`config.mk`:
```
export PLATFORM = sky130hd
export DESIGN_NAME = ets_sweep_scheduler
export DESIGN_NICKNAME = d
export VERILOG_FILES = /design/src/rtl/ets_sweep_scheduler.sv
export SDC_FILE = /design/constraint.sdc
export NUM_CORES = 1
export LEC_CHECK = 0
export CAP_MARGIN = 20
export CORE_ASPECT_RATIO = 1.4
export CORE_UTILIZATION = 65
export DETAILED_ROUTE_END_ITERATION = 6
export HOLD_SLACK_MARGIN = 0.12
export PLACE_DENSITY_LB_ADDON = 0.15
export SLEW_MARGIN = 20
export SYNTH_ARGS = -nofsm -noshare
export SYNTH_HDL_FRONTEND = slang
export SYNTH_SLANG_ARGS = --single-unit
```
`constraint.sdc`:
```
create_clock -name clk -period 4.8 [get_ports clk]
set_input_delay 0.96 -clock clk [delete_from_list [all_inputs] [get_ports clk]]
set_output_delay 0.96 -clock clk [all_outputs]
set_load 0.01 [all_outputs]
```
`src/rtl/ets_sweep_scheduler.sv`:
```
// Equivalent-time sweep sequencer: walks signal selects x PLL phases, runs one sampler
// measurement per point and queues tagged results. Define ETS_PHASE_TIMEOUT_EN for a phase_done timeout.
module ets_sweep_scheduler #(
    parameter int PHASE_STEPS   = 64,
    parameter int SETTLE_CYCLES = 8,
    parameter int FIFO_DEPTH    = 16
) (
    input  logic                        clk,
    input  logic                        rst_n,
    input  logic                        start,
    input  logic                        abort,
    input  logic [7:0]                  cfg_first_signal,
    input  logic [7:0]                  cfg_last_signal,
    input  logic [31:0]                 cfg_total_cycles,
    output logic                        smp_request_run,
    input  logic                        smp_running,
    input  logic                        smp_result_ready,
    input  logic [31:0]                 smp_result,
    output logic [31:0]                 smp_signal_select,
    output logic [31:0]                 smp_total_cycles,
    output logic                        phase_step,
    input  logic                        phase_done,
    input  logic                        fifo_rd_en,
    output logic [47:0]                 fifo_rd_data,
    output logic                        fifo_empty,
    output logic [$clog2(FIFO_DEPTH):0] fifo_level,
    output logic                        busy,
    output logic                        done,
    output logic                        error
);
    // state      | meaning
    // IDLE       | waiting for start
    // SETTLE     | settle delay after a phase move
    // RUN        | requesting a sampler run
    // WAIT       | sampler running, waiting for its result
    // PUSH       | writing the tagged result (stalls while FIFO full)
    // STEP       | issue one phase_step
    // STEP_WAIT  | waiting for the PLL acknowledge
    // DRAIN      | aborted mid-measurement, waiting for sampler to stop
    // DONE       | one-cycle done pulse
    localparam logic [3:0] S_IDLE      = 4'd0;
    localparam logic [3:0] S_SETTLE    = 4'd1;
    localparam logic [3:0] S_RUN       = 4'd2;
    localparam logic [3:0] S_WAIT      = 4'd3;
    localparam logic [3:0] S_PUSH      = 4'd4;
    localparam logic [3:0] S_STEP      = 4'd5;
    localparam logic [3:0] S_STEP_WAIT = 4'd6;
    localparam logic [3:0] S_DRAIN     = 4'd7;
    localparam logic [3:0] S_DONE      = 4'd8;

    localparam int AW = $clog2(FIFO_DEPTH);
    localparam int SW = $clog2(SETTLE_CYCLES + 1);
    localparam logic [SW-1:0] SETTLE_LOAD = SW'(SETTLE_CYCLES - 1);
    localparam logic [SW-1:0] SETTLE_ONE  = SW'(1);
    localparam logic [7:0]    LAST_PHASE  = 8'(PHASE_STEPS - 1);
    localparam logic [AW:0]   FULL_LEVEL  = (AW+1)'(FIFO_DEPTH);
    localparam logic [AW:0]   LVL_ONE     = (AW+1)'(1);
    localparam logic [AW-1:0] PTR_ONE     = AW'(1);

    logic [3:0]    state;
    logic [SW-1:0] settle_cnt;
    logic [7:0]    cur_signal;
    logic [7:0]    last_signal;
    logic [7:0]    phase;
    logic [31:0]   total_cycles;
    logic [31:0]   count;
    logic          error_q;
    logic          phase_step_q;
    logic [47:0]   mem [FIFO_DEPTH];
    logic [AW-1:0] wr_ptr;
    logic [AW-1:0] rd_ptr;
    logic [AW:0]   level;
    logic          accept_start;
    logic          fifo_full;
    logic          push;
    logic          pop;
`ifdef ETS_PHASE_TIMEOUT_EN
    logic [9:0]    step_timer;
`endif

    assign accept_start = (state == S_IDLE) && start && !abort;
    assign fifo_full    = (level == FULL_LEVEL);
    assign push         = (state == S_PUSH) && !abort && !fifo_full;
    assign pop          = fifo_rd_en && (level != '0);

    always_ff @(posedge clk or negedge rst_n) begin
        if (!rst_n) begin
            state        <= S_IDLE;
            settle_cnt   <= '0;
            cur_signal   <= '0;
            last_signal  <= '0;
            phase        <= '0;
            total_cycles <= '0;
            count        <= '0;
            error_q      <= 1'b0;
            phase_step_q <= 1'b0;
`ifdef ETS_PHASE_TIMEOUT_EN
            step_timer   <= '0;
`endif
        end else begin
            // Registered so the PLL sees a clean pulse; suppressed if STEP is aborted.
            phase_step_q <= (state == S_STEP) && !abort;
            case (state)
                S_IDLE: begin
                    if (accept_start) begin
                        cur_signal   <= cfg_first_signal;
                        last_signal  <= cfg_last_signal;
                        phase        <= '0;
                        total_cycles <= cfg_total_cycles;
                        error_q      <= (cfg_last_signal < cfg_first_signal);
                        if (cfg_last_signal < cfg_first_signal) begin
                            state <= S_DONE;
                        end else begin
                            state      <= S_SETTLE;
                            settle_cnt <= SETTLE_LOAD;
                        end
                    end
                end
                S_SETTLE: begin
                    if (abort)                  state <= S_DONE;
                    else if (settle_cnt == '0)  state <= S_RUN;
                    else                        settle_cnt <= settle_cnt - SETTLE_ONE;
                end
                S_RUN: begin
                    if (abort)                                       state <= S_DRAIN;
                    else if (smp_running && !smp_result_ready)       state <= S_WAIT;
                end
                S_WAIT: begin
                    if (abort) begin
                        state <= S_DRAIN;
                    end else if (smp_result_ready) begin
                        count <= smp_result;
                        state <= S_PUSH;
                    end
                end
                S_PUSH: begin
                    if (abort)           state <= S_DRAIN;
                    else if (!fifo_full) state <= S_STEP;
                end
                S_STEP: begin
                    if (abort) begin
                        state <= S_DONE;
                    end else begin
                        state <= S_STEP_WAIT;
`ifdef ETS_PHASE_TIMEOUT_EN
                        step_timer <= 10'd1023;
`endif
                    end
                end
                S_STEP_WAIT: begin
                    if (abort) begin
                        state <= S_DONE;
                    end else if (phase_done) begin
                        if (phase == LAST_PHASE) begin
                            phase <= '0;
                            if (cur_signal == last_signal) begin
                                state <= S_DONE;
                            end else begin
                                cur_signal <= cur_signal + 8'd1;
                                state      <= S_SETTLE;
                                settle_cnt <= SETTLE_LOAD;
                            end
                        end else begin
                            phase      <= phase + 8'd1;
                            state      <= S_SETTLE;
                            settle_cnt <= SETTLE_LOAD;
                        end
                    end
`ifdef ETS_PHASE_TIMEOUT_EN
                    else if (step_timer == '0) begin
                        error_q <= 1'b1;
                        state   <= S_DONE;
                    end else begin
                        step_timer <= step_timer - 10'd1;
                    end
`endif
                end
                S_DRAIN: begin
                    if (!smp_running) state <= S_DONE;
                end
                S_DONE:  state <= S_IDLE;
                default: state <= S_IDLE;
            endcase
        end
    end

    always_ff @(posedge clk or negedge rst_n) begin
        if (!rst_n) begin
            wr_ptr <= '0;
            rd_ptr <= '0;
            level  <= '0;
            for (int i = 0; i < FIFO_DEPTH; i++) mem[i] <= '0;
        end else if (accept_start) begin
            wr_ptr <= '0;
            rd_ptr <= '0;
            level  <= '0;
        end else begin
            if (push) begin
                mem[wr_ptr] <= {cur_signal, phase, count};
                wr_ptr      <= wr_ptr + PTR_ONE;
            end
            if (pop) rd_ptr <= rd_ptr + PTR_ONE;
            if (push && !pop)      level <= level + LVL_ONE;
            else if (pop && !push) level <= level - LVL_ONE;
        end
    end

    assign smp_request_run   = (state == S_RUN);
    assign smp_signal_select = {24'd0, cur_signal};
    assign smp_total_cycles  = total_cycles;
    assign phase_step        = phase_step_q;
    assign fifo_rd_data      = mem[rd_ptr];
    assign fifo_empty        = (level == '0);
    assign fifo_level        = level;
    assign busy              = (state != S_IDLE);
    assign done              = (state == S_DONE);
    assign error             = error_q;

endmodule
```
# ---- Word level (Yosys, flattened, before mapping)
# Cells that the tools add are included.
dict set report word_totals {
  ff_bits 879
  input_bits 88
  word_cells 151
}
dict set report classes {
  addsub 7
  order_cmp 4
  eq_ne 26
  n_mux 50
  n_bitwise 4
  n_reduce_logical 32
}
# operator n
set ops {}
lappend ops {{$bwmux W768} 1}
lappend ops {{$bmux W48 S4} 1}
lappend ops {{$demux W48 S4} 1}
lappend ops {{$mux W48} 3}
lappend ops {{$mux W4} 28}
lappend ops {{$mux W8} 9}
lappend ops {{$pmux W4 S8} 1}
lappend ops {{$pmux W8 S2} 2}
lappend ops {{$ne A2 B2 Y1 const B} 9}
lappend ops {{$add A8 B1 Y8 const B} 2}
lappend ops {{$eq A4 B3 Y1 const B} 4}
lappend ops {{$mux W5} 3}
lappend ops {{$ne A3 B3 Y1 const B} 5}
lappend ops {{$pmux W4 S3} 1}
lappend ops {{$ge A5 B5 Y1 const B} 2}
lappend ops {{$logic_and A1 B1 Y1} 10}
lappend ops {{$not A4 Y5} 2}
lappend ops {{$add A4 B1 Y4 const B} 2}
lappend ops {{$eq A4 B2 Y1 const B} 2}
lappend ops {{$eq A8 B6 Y1 const B} 1}
lappend ops {{$eq A8 B8 Y1} 1}
lappend ops {{$logic_not A4 Y1} 2}
lappend ops {{$lt A8 B8 Y1} 1}
lappend ops {{$reduce_and A8 Y1} 1}
lappend ops {{20 further kinds} 29}

# ---- Longest topological paths before layout
# Gate-level depths: netlist of run 1.
dict set report logic_depth {
  depth_word 8
  mapped_depth 11
  depth_no_buf 9
}

# ---- Worst setup path after synthesis of run 1
# Ideal clock, no wire load.
dict set report synth_path {
  kind {register to output}
  from {register rd_ptr[0]}
  to {output port fifo_rd_data[15]}
  arrival_time_ns 2.278
  path_slack_ns 1.562
  path_stages_with_launch 6
  path_buffers 3
  path_cell_list {dfrtp_1 > buf_2 > clkbuf_1 > buf_1 > mux4_2 > mux4_2}
}
dict set report synth_between {
  elab_chain_cells 4
}
# item line_no
set synth_lines {}
lappend synth_lines {{start: declaration} 71} ;# logic [AW-1:0] rd_ptr;
lappend synth_lines {{start signal: assignment} 202} ;# if (pop) rd_ptr <= rd_ptr + PTR_ONE;
lappend synth_lines {{$not A4 Y5 (not written as such)} 212} ;# assign fifo_rd_data = mem[rd_ptr];
lappend synth_lines {{$bmux W48 S4} 212}
lappend synth_lines {{$mux W48 (not written as such) (2 in series)} 212}
lappend synth_lines {{end: declaration} 24} ;# output logic [47:0] fifo_rd_data,
# No other way between the ends. The select of a mux whose other input is x is not followed.

# ---- Worst setup path after layout of run 1
dict set report layout_path {
  from {register rd_ptr[1]}
  to {output port fifo_rd_data[1]}
}
# The elaborated chain is that of the path after synthesis.

==> results.md, run 1 <==
- Area Growth Syn to Fin: 13.8%
- Slowest cell on crit path: dfrtp_4
- Max_cap viols: 0
- Hold Fails Final Rpt: 0
- CTS tree: built
- Startpoint Class: register
- Overflow after GRT: 0
- Post-DR wirelength/cell: 26.3 um
- Setup_tns: 0 ns
- Max Used Layer: met5
- Synth unique cells: between 60 and 70
- Most frequent cells after synthesis: dfrtp_1 (879), mux2_2 (832), mux4_2 (240), clkbuf_1 (116), buf_2 (69)
- Buffers added on ports: approximately 190
- DRT Wirelength: 91700 um
- Remaining antenna violation count after routing: 0
- Remaining DRCs: 0
- DR pass1 iterations: 4
- Total Routing Usage GR: 31.1%
- Top cell type's share of synthesized area: 55.2%
- Initial Utilization: 65.6%
- Slew @ Worst Pin: approximately 1.1 ns
- Post-CTS resize count: 0
- Via density per instance: roughly 6.4
- Seq pwr share: 45.2%
- CTS sink cnt: between 800 and 900
- Tcrit/Tclk final: between 80% and 90%
- Crit path top cell by count: mux4_2
- Power Dens Cells: 477 nW/um^2
- Dpl hpwl: 53700 um
- Crit path DAT: 3.34 ns
- Clk network pwr share: 30.5%
- Post-layout nets: about 2700
- Final hold slack: 0.377 ns
- Sw frac: 30.8%
- Fin. max-slew vios: 0
- Die H: 295 um
- Worst Clk Skew: 0.0242 ns
- Gate power share: 24.3%
- 1st-iter DRT viols: between 1000 and 1500
- Metal1 wirelength: about 36000 um
- Post-layout worst setup margin: 0.500 ns
- Gate Count Post-Synth: 2488
- Max-slew headroom: 28.4%
- GP Congestion: 0.853
- Ports: 211
- Vias in the first global route: 25000
- Worst setup slack after placement: 1.00 ns
- Final Critical Period: 4.30 ns
- Cell Area, Synth: 39900 um^2
- Synth area leader: dfrtp_1
- RSZ-0062 raised after global routing: no
- Worst vdd ir: 0.325 mV
- Avg Cell Area, Syn: 16.0 um^2
- Clock transition at path regs: 0.06 ns
- Total power: 21600 uW
- Internal power: roughly 15000 uW
- Initial antenna violation count: 2
- Top cells by area, synth: dfrtp_1 (55%), mux2_2 (23%), mux4_2 (14%), clkbuf_1 (1.1%), buf_4 (1.0%)
- Via count: 22500
- Top_reg_cell synth: dfrtp_1
- Largest fanout on the critical path: 28
- Final setup fails: 0
- Die area: 62400 um^2
- Max Fclk: about 230 MHz
- NetSw: 6670 uW
- Slowest stage delay, CP: 0.76 ns
- CTS buffer count: 83
- Worst Setup End Kind: output port
- Largest net degree at the start of global routing: 108
- Postcts setup bufs: 0
- Maximum clock path buffer count: 3
- H-tree depth: 3
- Share of cells above drive strength 1: 48.7%
- Die Width: 211 um
- Routed wl met2: ~50000 um
- Core Footprint: 60800 um^2
- Crit-path cells: buf_4 -> mux4_2 -> mux4_2 -> clkdlybuf4s50_1
- Post-synth EDFFs: 0
- Global-route wire length before repair: 146000 um
- Share of flip-flops with an asynchronous set or reset: 100%
- Tightest Hold Check Type: input pin to asynchronous set/reset pin
- Routed wl met3: 3850 um
- Synthesized flop and latch total: roughly 900
- Clk Latency, worst-skew pair: 0.64 ns
- Clk root buf: clkbuf_16
- Status: completed
- Crit Path Category: register to output port
- Most frequent cell after synthesis: dfrtp_1
- Static Leak: 0.0213 uW
- Sequential area share after synthesis: 55.2%
- Yosys warnings: 0
- CTS Hold Bufs: 0
- # rows: ~110
- Worst path required time: ~3.8 ns
[metrics by stage]
stage          util (%)  std cells  area [um^2]
2_1_floorplan         -       2511        40000
3_3_place_gp       70.2       3332        42600
3_5_place_dp       70.2       3332        42600
4_1_cts            74.7       3485        45400
5_1_grt            74.7       3486        45400
6_report           74.7       3486        45400
[kinds of logic after synthesis]
| group | Yosys count | share of synthesized area [%] |
|---|---|---|
| other | 1 | 0.00940 |
| flip-flops | 879 | 55.2 |
| multiplexers | 1084 | 37.4 |
| buffers and inverters | 260 | 3.17 |
| adder cells (fa/ha/maj) | 20 | 0.646 |
| AO/OA/AOI/OAI | 85 | 1.44 |
| AND/OR/NAND/NOR | 141 | 1.81 |
| XOR/XNOR | 18 | 0.395 |
[flip-flops by register name (all words and copies together) (netlist names), 5 cells and up]
| register | cells |
|---|---|
| count | 32 |
| cur_signal | 8 |
| fifo_level | 5 |
| last_signal | 8 |
| mem | 768 |
| phase | 8 |
| smp_total_cycles | 32 |
[routing by layer]
layer  global-route usage (%)  vias up
met4                     11.5        2
li1                         -     9424
met3                     3.99      180
met5                        0        -
met2                     54.0      599
met1                     40.3    12300
[cell type report]
class	count	area [um^2]
diodes	1	2.50
clock buffers	121	2420
clock inverters	32	319
fillers	3708	15400
inverters	16	60.1
multi-input cells	1372	16800
flip-flops and latches	879	22000
well taps	817	1020
repair buffers	248	2710
[critical path, delay by kind of cell (launching register included)]
kind	cells	cell delay (ns)
flops	1	0.76
mux	2	0.86
buf+inv	2	1.05
[cells in the final DEF, fill, tap and decap left out, drive strengths merged, types with 8 or more instances in the layout]
cell / instances
dfrtp: 879
mux2: 841
mux4: 240
clkdlybuf4s50: 185
clkbuf: 121
buf: 63
nor2: 36
nand2: 29
conb: 24
o21ai: 22
clkinv: 22
inv: 21
ha: 19
xor2: 14
nor3: 13
nand3: 13
a21oi: 12
a31oi: 11
nand2b: 8
[power groups by stage]
stage          registers [uW]  logic, uW  clock network [uW]
2_1_floorplan            9020       3910                   0
3_3_place_gp             9780       5200                   0
3_5_place_dp             9890       5310                   0
4_1_cts                  9770       5340                6700
5_1_grt                  9970       5620                6990
6_report                 9780       5270                6600
[worst paths after layout]
kind	start	to	slack (ns)	cells past startpoint
min	rst_n	mem[763]	0.38	1
max	rd_ptr[1]	fifo_rd_data[1]	0.50	4
min in group clk	mem[228]	mem[228]	0.49	1
min reg2reg	mem[228]	mem[228]	0.49	1
max reg2reg	state[2]	mem[28]	1.64	7
max in group asynchronous	rst_n	mem[104]	3.10	3
No activity file was read; power rests on OpenSTA's default activity.
==> run 2: changes to the inputs <==
--- a/config.mk
+++ b/config.mk
@@ -11,6 +11,7 @@
 export DETAILED_ROUTE_END_ITERATION = 6
 export HOLD_SLACK_MARGIN = 0.12
 export PLACE_DENSITY_LB_ADDON = 0.15
+export RECOVER_POWER = 50
 export SLEW_MARGIN = 20
 export SYNTH_ARGS = -nofsm -noshare
 export SYNTH_HDL_FRONTEND = slang
==> results.md, run 2 (synthesis results as in run 1) <==
- Remaining DRCs: 0 (unchanged)
- RSZ-0062 raised after global routing: no (unchanged)
- Dpl hpwl: 53700 um (unchanged)
- Area post-placement: 42600 um^2 (unchanged)
- Share of cells above drive strength 1: 48.0% (was 48.7%)
- # rows: 107 (unchanged)
- Clk network pwr share: 30.6% (was 30.5%)
- CTS sink cnt: 879 (unchanged)
- Most frequent cells in the layout: dfrtp_1 (875), mux2_2 (832), mux4_2 (240) (unchanged)
- Crit path buf inv count: 2 (unchanged)
- Post-layout worst setup margin: 0.499 ns (was 0.500 ns)
- Hold Fails Final Rpt: 0 (unchanged)
- Initial Utilization: 65.6% (unchanged)
- Power Dens Cells: 477 nW/um^2 (about the same)
- Total Routing Usage GR: 31.1% (unchanged)
- Gate power share: 24.1% (was 24.3%)
- DR pass1 iterations: 5 (was 4)
- Slew @ Worst Pin: 2.79 ns (was 1.07 ns)
- Overflow after GRT: 0 (unchanged)
- Max reg flops: 768 (unchanged)
- Worst Clk Skew: 0.0238 ns (was 0.0242 ns)
- Post-DR wirelength/cell: 26.3 um (about the same)
- Seq pwr share: 45.3% (was 45.2%)
- Final instance area: 45200 um^2 (was 45400 um^2)
- Routed wl met2: 48900 um (was 48600 um)
- Via density per instance: 6.44 (about the same)
- Worst Setup End Kind: output port (unchanged)
- Buffers added on ports: 186 (unchanged)
- Filler cells: 3734 (was 3708)
- Die area: 62400 um^2 (unchanged)
- DRT Wirelength: 91800 um (was 91700 um)
- Clk root buf: clkbuf_16 (unchanged)
- Static Leak: 0.0212 uW (was 0.0213 uW)
- Max-slew headroom: -85.7% (was 28.4%)
- Internal power: 14900 uW (was 15000 uW)
- Violated checks: max-capacitance violations, max-slew violations
- Worst vdd ir: 0.325 mV (about the same)
- Core Footprint: 60800 um^2 (unchanged)
- CTS tree: built (unchanged)
- Worst path required time: 3.84 ns (about the same)
- Crit path DAT: 3.34 ns (about the same)
- Metal1 wirelength: 36600 um (was 36400 um)
- 1st-iter DRT viols: 1393 (was 1475)
- Post-layout nets: 2708 (unchanged)
- Post-CTS resize count: 0 (unchanged)
- Max Fclk: 233 MHz (about the same)
- Top delay family on crit path: buffers and inverters (unchanged)
- Crit Path Category: register to output port (unchanged)
- Tightest Hold Check Type: register to register (was input pin to asynchronous set/reset pin)
- Postcts setup bufs: 0 (unchanged)
- NetSw: 6650 uW (was 6670 uW)
- Startpoint Class: register (unchanged)
- Largest Register: mem (unchanged)
- Final Critical Period: 4.30 ns (about the same)
- Clk Latency, worst-skew pair: 0.64 ns (about the same)
- Sw frac: 30.8% (about the same)
- CTS buffer count: 83 (unchanged)
- Initial antenna violation count: 2 (unchanged)
- Area Growth Syn to Fin: 13.5% (was 13.8%)
- Status: finished, violations left (was completed)
- Max_cap viols: 3 (was 0)
- Largest net degree at the start of global routing: 108 (unchanged)
- Total power: 21600 uW (about the same)
- Clock transition at path regs: 0.07 ns (was 0.06 ns)
- Worst setup slack after placement: 1.00 ns (unchanged)
- Via count: 22400 (was 22500)
- Crit-path cells: buf_4 -> mux4_2 -> mux4_2 -> clkdlybuf4s50_1 (unchanged)
- Commonest non-fill, non-tap cell in the layout: dfrtp_1 (unchanged)
- Layout Utilization: 74.4% (was 74.7%)
- Setup_tns: 0 ns (unchanged)
- GP Congestion: 0.853 (unchanged)
- Max Used Layer: met5 (unchanged)
- Final setup fails: 0 (unchanged)
- Crit path top cell by count: mux4_2 (unchanged)
- Vias in the first global route: 25000 (unchanged)
- Die H: 295 um (unchanged)
- Tcrit/Tclk final: 89.6% (about the same)
- Global-route wire length before repair: 146000 um (unchanged)
- Slowest stage delay, CP: 0.76 ns (about the same)
- H-tree depth: 3 (unchanged)
- Maximum clock path buffer count: 3 (unchanged)
- Routed wl met3: 3610 um (was 3850 um)
- Die Width: 211 um (unchanged)
- Slowest cell on crit path: dfrtp_4 (unchanged)
- CTS Hold Bufs: 0 (unchanged)
- Remaining antenna violation count after routing: 0 (unchanged)
- Largest fanout on the critical path: 28 (unchanged)
- Ports: 211 (unchanged)
- Fin. max-slew vios: 159 (was 0)
run 2: changes by cell type in the layout (fill, tap and decap cells not counted), sizes merged:
cell and change:
clkdlybuf4s50 -24, clkbuf +19, dlygate4sd3 +24, buf -19
run 2: power groups by stage:
stage,logic [uW],clock network (uW),registers (uW)
2_1_floorplan,3910,0,9020
3_3_place_gp,5200,0,9780
3_5_place_dp,5310,0,9890
4_1_cts,5340,6700,9770
5_1_grt,5560,6990,9960
6_report,5200,6600,9780
run 2: per-stage QoR:
| stage | std cells | hold slack [ns] |
|---|---|---|
| after global placement | 3332 | 0.462 |
| final | 3486 | 0.483 |
| after detailed placement | 3332 | 0.469 |
| after floorplan | 2511 | 0.453 |
| after CTS | 3485 | 0.425 |
| after global routing | 3486 | 0.499 |
run 2: metal layers:
| layer | vias up | track usage, % |
|---|---|---|
| li1 | 9428 | - |
| met1 | 12300 | 40.3 |
| met3 | 181 | 3.99 |
| met4 | 2 | 11.5 |
| met5 | - | 0 |
| met2 | 543 | 54.0 |
run 2: final cells by class:
type / instances / area, um^2 / area share, %
flip-flops and latches: 879 / 22000 / 48.6
inverters: 16 / 60.1 / 0.133
clock inverters: 32 / 319 / 0.705
clock buffers: 121 / 2420 / 5.35
diodes: 1 / 2.50 / 0.00553
multi-input cells: 1372 / 16800 / 37.2
well taps: 817 / 1020 / 2.26
repair buffers: 248 / 2600 / 5.75
run 2: final timing paths:
| path | start | end | slack (ns) | cells after the start |
|---|---|---|---|---|
| hold / removal | mem[228] | mem[228] | 0.48 | 1 |
| setup / recovery | rd_ptr[1] | fifo_rd_data[1] | 0.50 | 4 |
| max in group asynchronous | rst_n | mem[255] | 0.90 | 2 |
| setup reg to reg | state[1] | count[26] | 0.98 | 4 |
| hold reg to reg | mem[228] | mem[228] | 0.48 | 1 |
| min in group asynchronous | rst_n | mem[763] | 1.18 | 1 |
==> run 3: changes to the inputs <==
--- a/config.mk
+++ b/config.mk
@@ -12,6 +12,7 @@
 export HOLD_SLACK_MARGIN = 0.12
 export PLACE_DENSITY_LB_ADDON = 0.15
 export RECOVER_POWER = 50
+export SKIP_CTS_REPAIR_TIMING = 1
 export SLEW_MARGIN = 20
 export SYNTH_ARGS = -nofsm -noshare
 export SYNTH_HDL_FRONTEND = slang
==> results of run 3 <==
No change in the layout: final DEF, timing and power equal those of run 2.
==> patch 1: new RTL, settings of run 3 <==
`SETTLE_CYCLES`: 8 -> 4.
--- a/src/rtl/ets_sweep_scheduler.sv
+++ b/src/rtl/ets_sweep_scheduler.sv
@@ -2,7 +2,7 @@
 // measurement per point and queues tagged results. Define ETS_PHASE_TIMEOUT_EN for a phase_done timeout.
 module ets_sweep_scheduler #(
     parameter int PHASE_STEPS   = 64,
-    parameter int SETTLE_CYCLES = 8,
+    parameter int SETTLE_CYCLES = 4,
     parameter int FIFO_DEPTH    = 16
 ) (
     input  logic                        clk,
Function: not settled (the Yosys comparison gave no result); the edit may change what the design does.
==> patch 1 against run 3 <==
The flow still finishes with violations (max-capacitance violations, max-slew violations). Wire length grew 3.5%. Cell area down 0.17%. Power shrank 1.1%. Sequential cell count shrank 1. Synthesized area fell by 0.23%. Largest cell class unchanged. Synthesized cell count unchanged. Global-route usage up 1.2 points. Worst setup slack lost 0.17 ns. Utilization is 0.74 points higher.
==> patch 1: results (changes against run 3) <==
Status = complete, but fails checks (unchanged)
Failing checks = max-capacitance violations, max-slew violations (unchanged)
Hpwl dp = 56500 um (was 53700 um)
Wirelength, routed = 95000 um (was 91800 um)
Max reg flops = 768 (unchanged)
HP Start = mem[667]$_DFFE_PN0P_ (was mem[228]$_DFFE_PN0P_)
Met1 usage = 0.433 (was 0.403)
DR iter-0 viols = 1536 (was 1393)
Worst slew margin = -1.17 (was -0.857)
Layout cell share with drive strength beyond 1 = 0.457 (was 0.480)
Largest net degree at the start of global routing = 118 (was 108)
DP Worst Slack = 0.849 ns (was 1.00 ns)
Worst r2r src = state[2]$_DFFE_PN0P_ (was state[1]$_DFFE_PN0P_)
MaxCap Viol Count = 1 (was 3)
CP Launch Point = rd_ptr[0]$_DFFE_PN0P_ (was rd_ptr[1]$_DFFE_PN0P_)
First-pass GRT wire length = 150000 um (was 146000 um)
Post-route insts no fill = 3487 (was 3486)
Top cells by area, synth = dfrtp_1 (55%), mux2_2 (22%), mux4_2 (14%) (was dfrtp_1 (55%), mux2_2 (23%), mux4_2 (14%))
GRT met2 Usage = 0.546 (was 0.540)
Clk slew on worst S/H paths = 0.06 ns
Seq/Total Area, Yosys = 0.552 (about the same)
GRT Overall Usage = 0.323 (was 0.311)
Worst vdd ir = 454 uV (was 325 uV)
Routability Congestion = 0.836 (was 0.853)
Lkg Pwr = 0.0213 uW (was 0.0212 uW)
DR pass1 iterations = 5 (unchanged)
CTS root buf = clkbuf_16 (unchanged)
Slew Viols, Final = 112 (was 159)
Worst min path class = reg -> reg (unchanged)
Crit Path Max Fanout = 34 (was 28)
Skew final = 0.0193 ns (was 0.0238 ns)
Fin crit share = 0.931 (was 0.896)
Top_reg_cell synth = dfrtp_1 (unchanged)
Commonest cells post-synth = dfrtp_1 (878), mux2_2 (770), mux4_2 (240) (was dfrtp_1 (879), mux2_2 (832), mux4_2 (240))
DP Cell Count = 3342 (was 3332)
Syn Area/Cell = 16.0 um^2 (about the same)
Initial antenna violation count = 0 (was 2)
Routing usage on met3 = 0.0425 (was 0.0399)
Async set or reset register ratio after synthesis = 1.00 (unchanged)
Cell variety after synth = 57 (was 61)
Antenna Cells = 0 (was 1)
FF-to-FF setup slack = 1.20 ns (was 0.98 ns)
Final nets = 2725 (was 2708)
Vias in the first global route = 25000 (about the same)
Vias/cell = 6.46 (was 6.44)
Worst EP arrival = 3.51 ns (was 3.34 ns)
CTS Buf Count = 82 (was 83)
-- patch 1: cell count changes after synthesis, moves of 7 or more --
cell / delta
mux2_2: -62
mux2_1: +54
a21oi_1: +12
buf_4: -12
a31oi_1: -10
buf_6: +10
nand2_1: +8
o21ai_0: +7
xor2_1: -7
-- patch 1: critical path, stage by stage, from the launching register on --
cell	delay, ns
dfrtp_4	0.49
buf_12	0.30
buf_4	0.45
mux4_2	0.57
mux4_2	0.51
clkdlybuf4s50_1	0.51
-- patch 1: power by group through the flow --
stage	clock [uW]	sequential [uW]	combinational (uW)
after floorplan	0	8910	3740
after global placement	0	9650	5040
after detailed placement	0	9770	5150
after CTS	6690	9640	5190
after global routing	6980	9820	5420
final	6620	9650	5070
-- patch 1: layout make-up --
type | count | area [um^2]
Inverter | 19 | 71.3
Sequential cell | 878 | 22000
Fill cell | 3548 | 14900
Timing Repair Buffer | 265 | 2640
Clock inverter | 19 | 255
Clock buffer | 126 | 2460
Multi-Input combinational cell | 1370 | 16700
Tap cell | 810 | 1010
-- patch 1: path summary, 6_finish.rpt --
check | to | cells past startpoint
hold / removal | mem[667]$_DFFE_PN0P_ | 2
setup reg to reg | mem[470]$_DFFE_PN0P_ | 7
hold reg to reg | mem[667]$_DFFE_PN0P_ | 2
setup / recovery | fifo_rd_data[23] | 5
min in group asynchronous | mem[715]$_DFFE_PN0P_ | 1
max in group asynchronous | mem[600]$_DFFE_PN0P_ | 2
-- patch 1: metrics by stage --
step                      hold WS, ns  utilization  cell area, um^2  total power (uW)
after global placement          0.459        0.708            42500             14700
after CTS                       0.480        0.753            45300             21500
after global routing            0.496        0.752            45200             22200
after floorplan                 0.445            -            39900             12600
after detailed placement        0.467        0.708            42500             14900
final                           0.478        0.752            45200             21300
-- patch 1: layer usage --
layer	vias to the layer above	wire length, um
met2	656	49600
met5	-	0
met1	12300	37900
met4	0	2810
li1	9427	-
met3	174	4610
-- patch 1: kinds of logic (layout without fill, tap and decap cells) --
| family | count (synthesis) | count (layout) | share of synthesized area |
|---|---|---|---|
| XOR/XNOR | 17 | 17 | 0.00374 |
| multiplexers | 1078 | 1078 | 0.373 |
| buffers and inverters | 263 | 429 | 0.0330 |
| adder cells (fa/ha/maj) | 21 | 21 | 0.00679 |
| AO/OA/AOI/OAI | 91 | 91 | 0.0147 |
| AND/OR/NAND/NOR | 139 | 139 | 0.0166 |
| flip-flops | 878 | 878 | 0.552 |
| other | 1 | 24 | 0.0000942 |
==> patch 2: new RTL, flow settings as in run 3 <==
Without the edit above. Reset style: synchronous (`rst_n`), changed in 2 clocked blocks.
--- a/src/rtl/ets_sweep_scheduler.sv
+++ b/src/rtl/ets_sweep_scheduler.sv
@@ -83,7 +83,7 @@
     assign push         = (state == S_PUSH) && !abort && !fifo_full;
     assign pop          = fifo_rd_en && (level != '0);
 
-    always_ff @(posedge clk or negedge rst_n) begin
+    always_ff @(posedge clk) begin
         if (!rst_n) begin
             state        <= S_IDLE;
             settle_cnt   <= '0;
@@ -184,7 +184,7 @@
         end
     end
 
-    always_ff @(posedge clk or negedge rst_n) begin
+    always_ff @(posedge clk) begin
         if (!rst_n) begin
             wr_ptr <= '0;
             rd_ptr <= '0;
Behaviour: differs if rst_n is asserted again (counterexample within 4 cycles, from zero or initial values and one cycle with rst_n low); with rst_n held inactive, the same outputs for 4 cycles.
==> patch 2 against run 3 <==
The run still ends with max-capacitance violations, max-slew violations left. Cell area fell by 1.2%. Synthesized area fell by 0.80%. Largest cell class unchanged. Sequential cell count rose by 4. Critical endpoint is now mem[15][1]$_SDFFCE_PN0P_. Wire length is 9.8% higher. Synthesized cell count rose by 7.2%. Critical path type is now in -> reg. Non-clock buffer count up 9. Utilization rose by 0.12 points. Worst setup slack worse by 0.16 ns. Sequential share of layout area grew 8.1 points. Count of clock-buffer cells in the layout down 4.
Power is not compared: it rests on default switching activity, and its combinational part moved more than twofold at a synthesized area within 25%.
==> patch 2: results (changes against run 3) <==
Status = complete, but fails checks (unchanged)
Failing checks = max-capacitance violations, max-slew violations (unchanged)
CP Launch Point = abort (was rd_ptr[1]$_DFFE_PN0P_)
First-pass GRT wire length = 149000 um (was 146000 um)
Crit Path Max Fanout = 23 (was 28)
Highest routed metal layer = met4 (was met5)
R2R cell count = 6 (was 4)
Setup Crit Path Kind = in -> reg (was reg -> out)
Mapped Cells = 2666 (was 2488)
DR iter-0 viols = 2297 (was 1393)
GRT Overall Usage = 0.336 (was 0.311)
Hold WS = 0.454 ns (was 0.483 ns)
Routing usage on met3 = 0.0689 (was 0.0399)
MaxCap Viol Count = 8 (was 3)
DP Cell Count = 3497 (was 3332)
Clk_lat worst skew = 0.62 ns (was 0.64 ns)
R2R Path End = mem[15][1]$_SDFFCE_PN0P_ (was count[26]$_DFFE_PN0P_)
Critical Path Max Stage Delay = 1.53 ns (was 0.76 ns)
Skew final = 0.0119 ns (was 0.0238 ns)
Hold depth = 2 (was 1)
Met1 usage = 0.413 (was 0.403)
Vias = 23100 (was 22400)
Metal-1 WL = 34200 um (was 36600 um)
Hold endpoint = smp_total_cycles[24]$_SDFFE_PN0P_ (was mem[228]$_DFFE_PN0P_)
FF-to-FF setup slack = 0.78 ns (was 0.98 ns)
Routability Congestion = 0.846 (was 0.853)
Crit path max-delay cell type = clkbuf_1 (was dfrtp_4)
Slew Viols, Final = 240 (was 159)
==> patch 2: cell types whose count changed in the layout (fill, tap and decap cells not counted), moves of 20 or more <==
cell / change
a21oi_1: +84
and2_0: +185
and2_1: +581
clkdlybuf4s50_1: -25
dfrtp_1: -875
dfxtp_1: +111
dlygate4sd3_1: +25
edfxtp_1: +768
mux2_2: -832
nand2_1: +146
nor2_1: +20
==> patch 2: critical path, delay by kind of cell <==
family,cells,cell delay (ns)
compound gates,2,0.59
simple gates,3,0.90
buf+inv,2,2.18
==> patch 2: logic make-up (layout without fill, tap and decap cells) <==
family	count (synthesis)	count (layout)	synth area share
AND/OR/NAND/NOR	1069	1069	0.156
flip-flops	883	883	0.641
buffers and inverters	276	424	0.0310
multiplexers	242	242	0.137
AO/OA/AOI/OAI	150	150	0.0224
XOR/XNOR	25	25	0.00553
adder cells (fa/ha/maj)	20	20	0.00651
other	1	26	0.0000948
==> patch 2: per-stage QoR <==
stage | setup slack, ns | area (um^2) | util
after floorplan | -1.04 | 39600 | -
after global placement | 0.734 | 42500 | 0.709
after detailed placement | 0.704 | 42500 | 0.709
after CTS | 0.427 | 45000 | 0.751
after global routing | 0.276 | 44700 | 0.746
final | 0.338 | 44700 | 0.746
==> patch 2: cell type report <==
class,count,area (um^2),area share
flip-flops and latches,883,25400,0.568
multi-input cells,1530,13100,0.294
repair buffers,257,2590,0.0579
clock buffers,117,2340,0.0523
well taps,810,1010,0.0227
clock inverters,33,180,0.00403
inverters,17,65.1,0.00146
diodes,2,5.00,0.000112
==> patch 2: power by group through the flow <==
stage	Combinational, uW	Clock [uW]	Sequential, uW
floorplan	1680	0	8990
global placement	2470	0	9050
detailed placement	2510	0	9090
CTS	2520	6240	8930
global route	2620	6520	8970
finish	2470	6180	8930
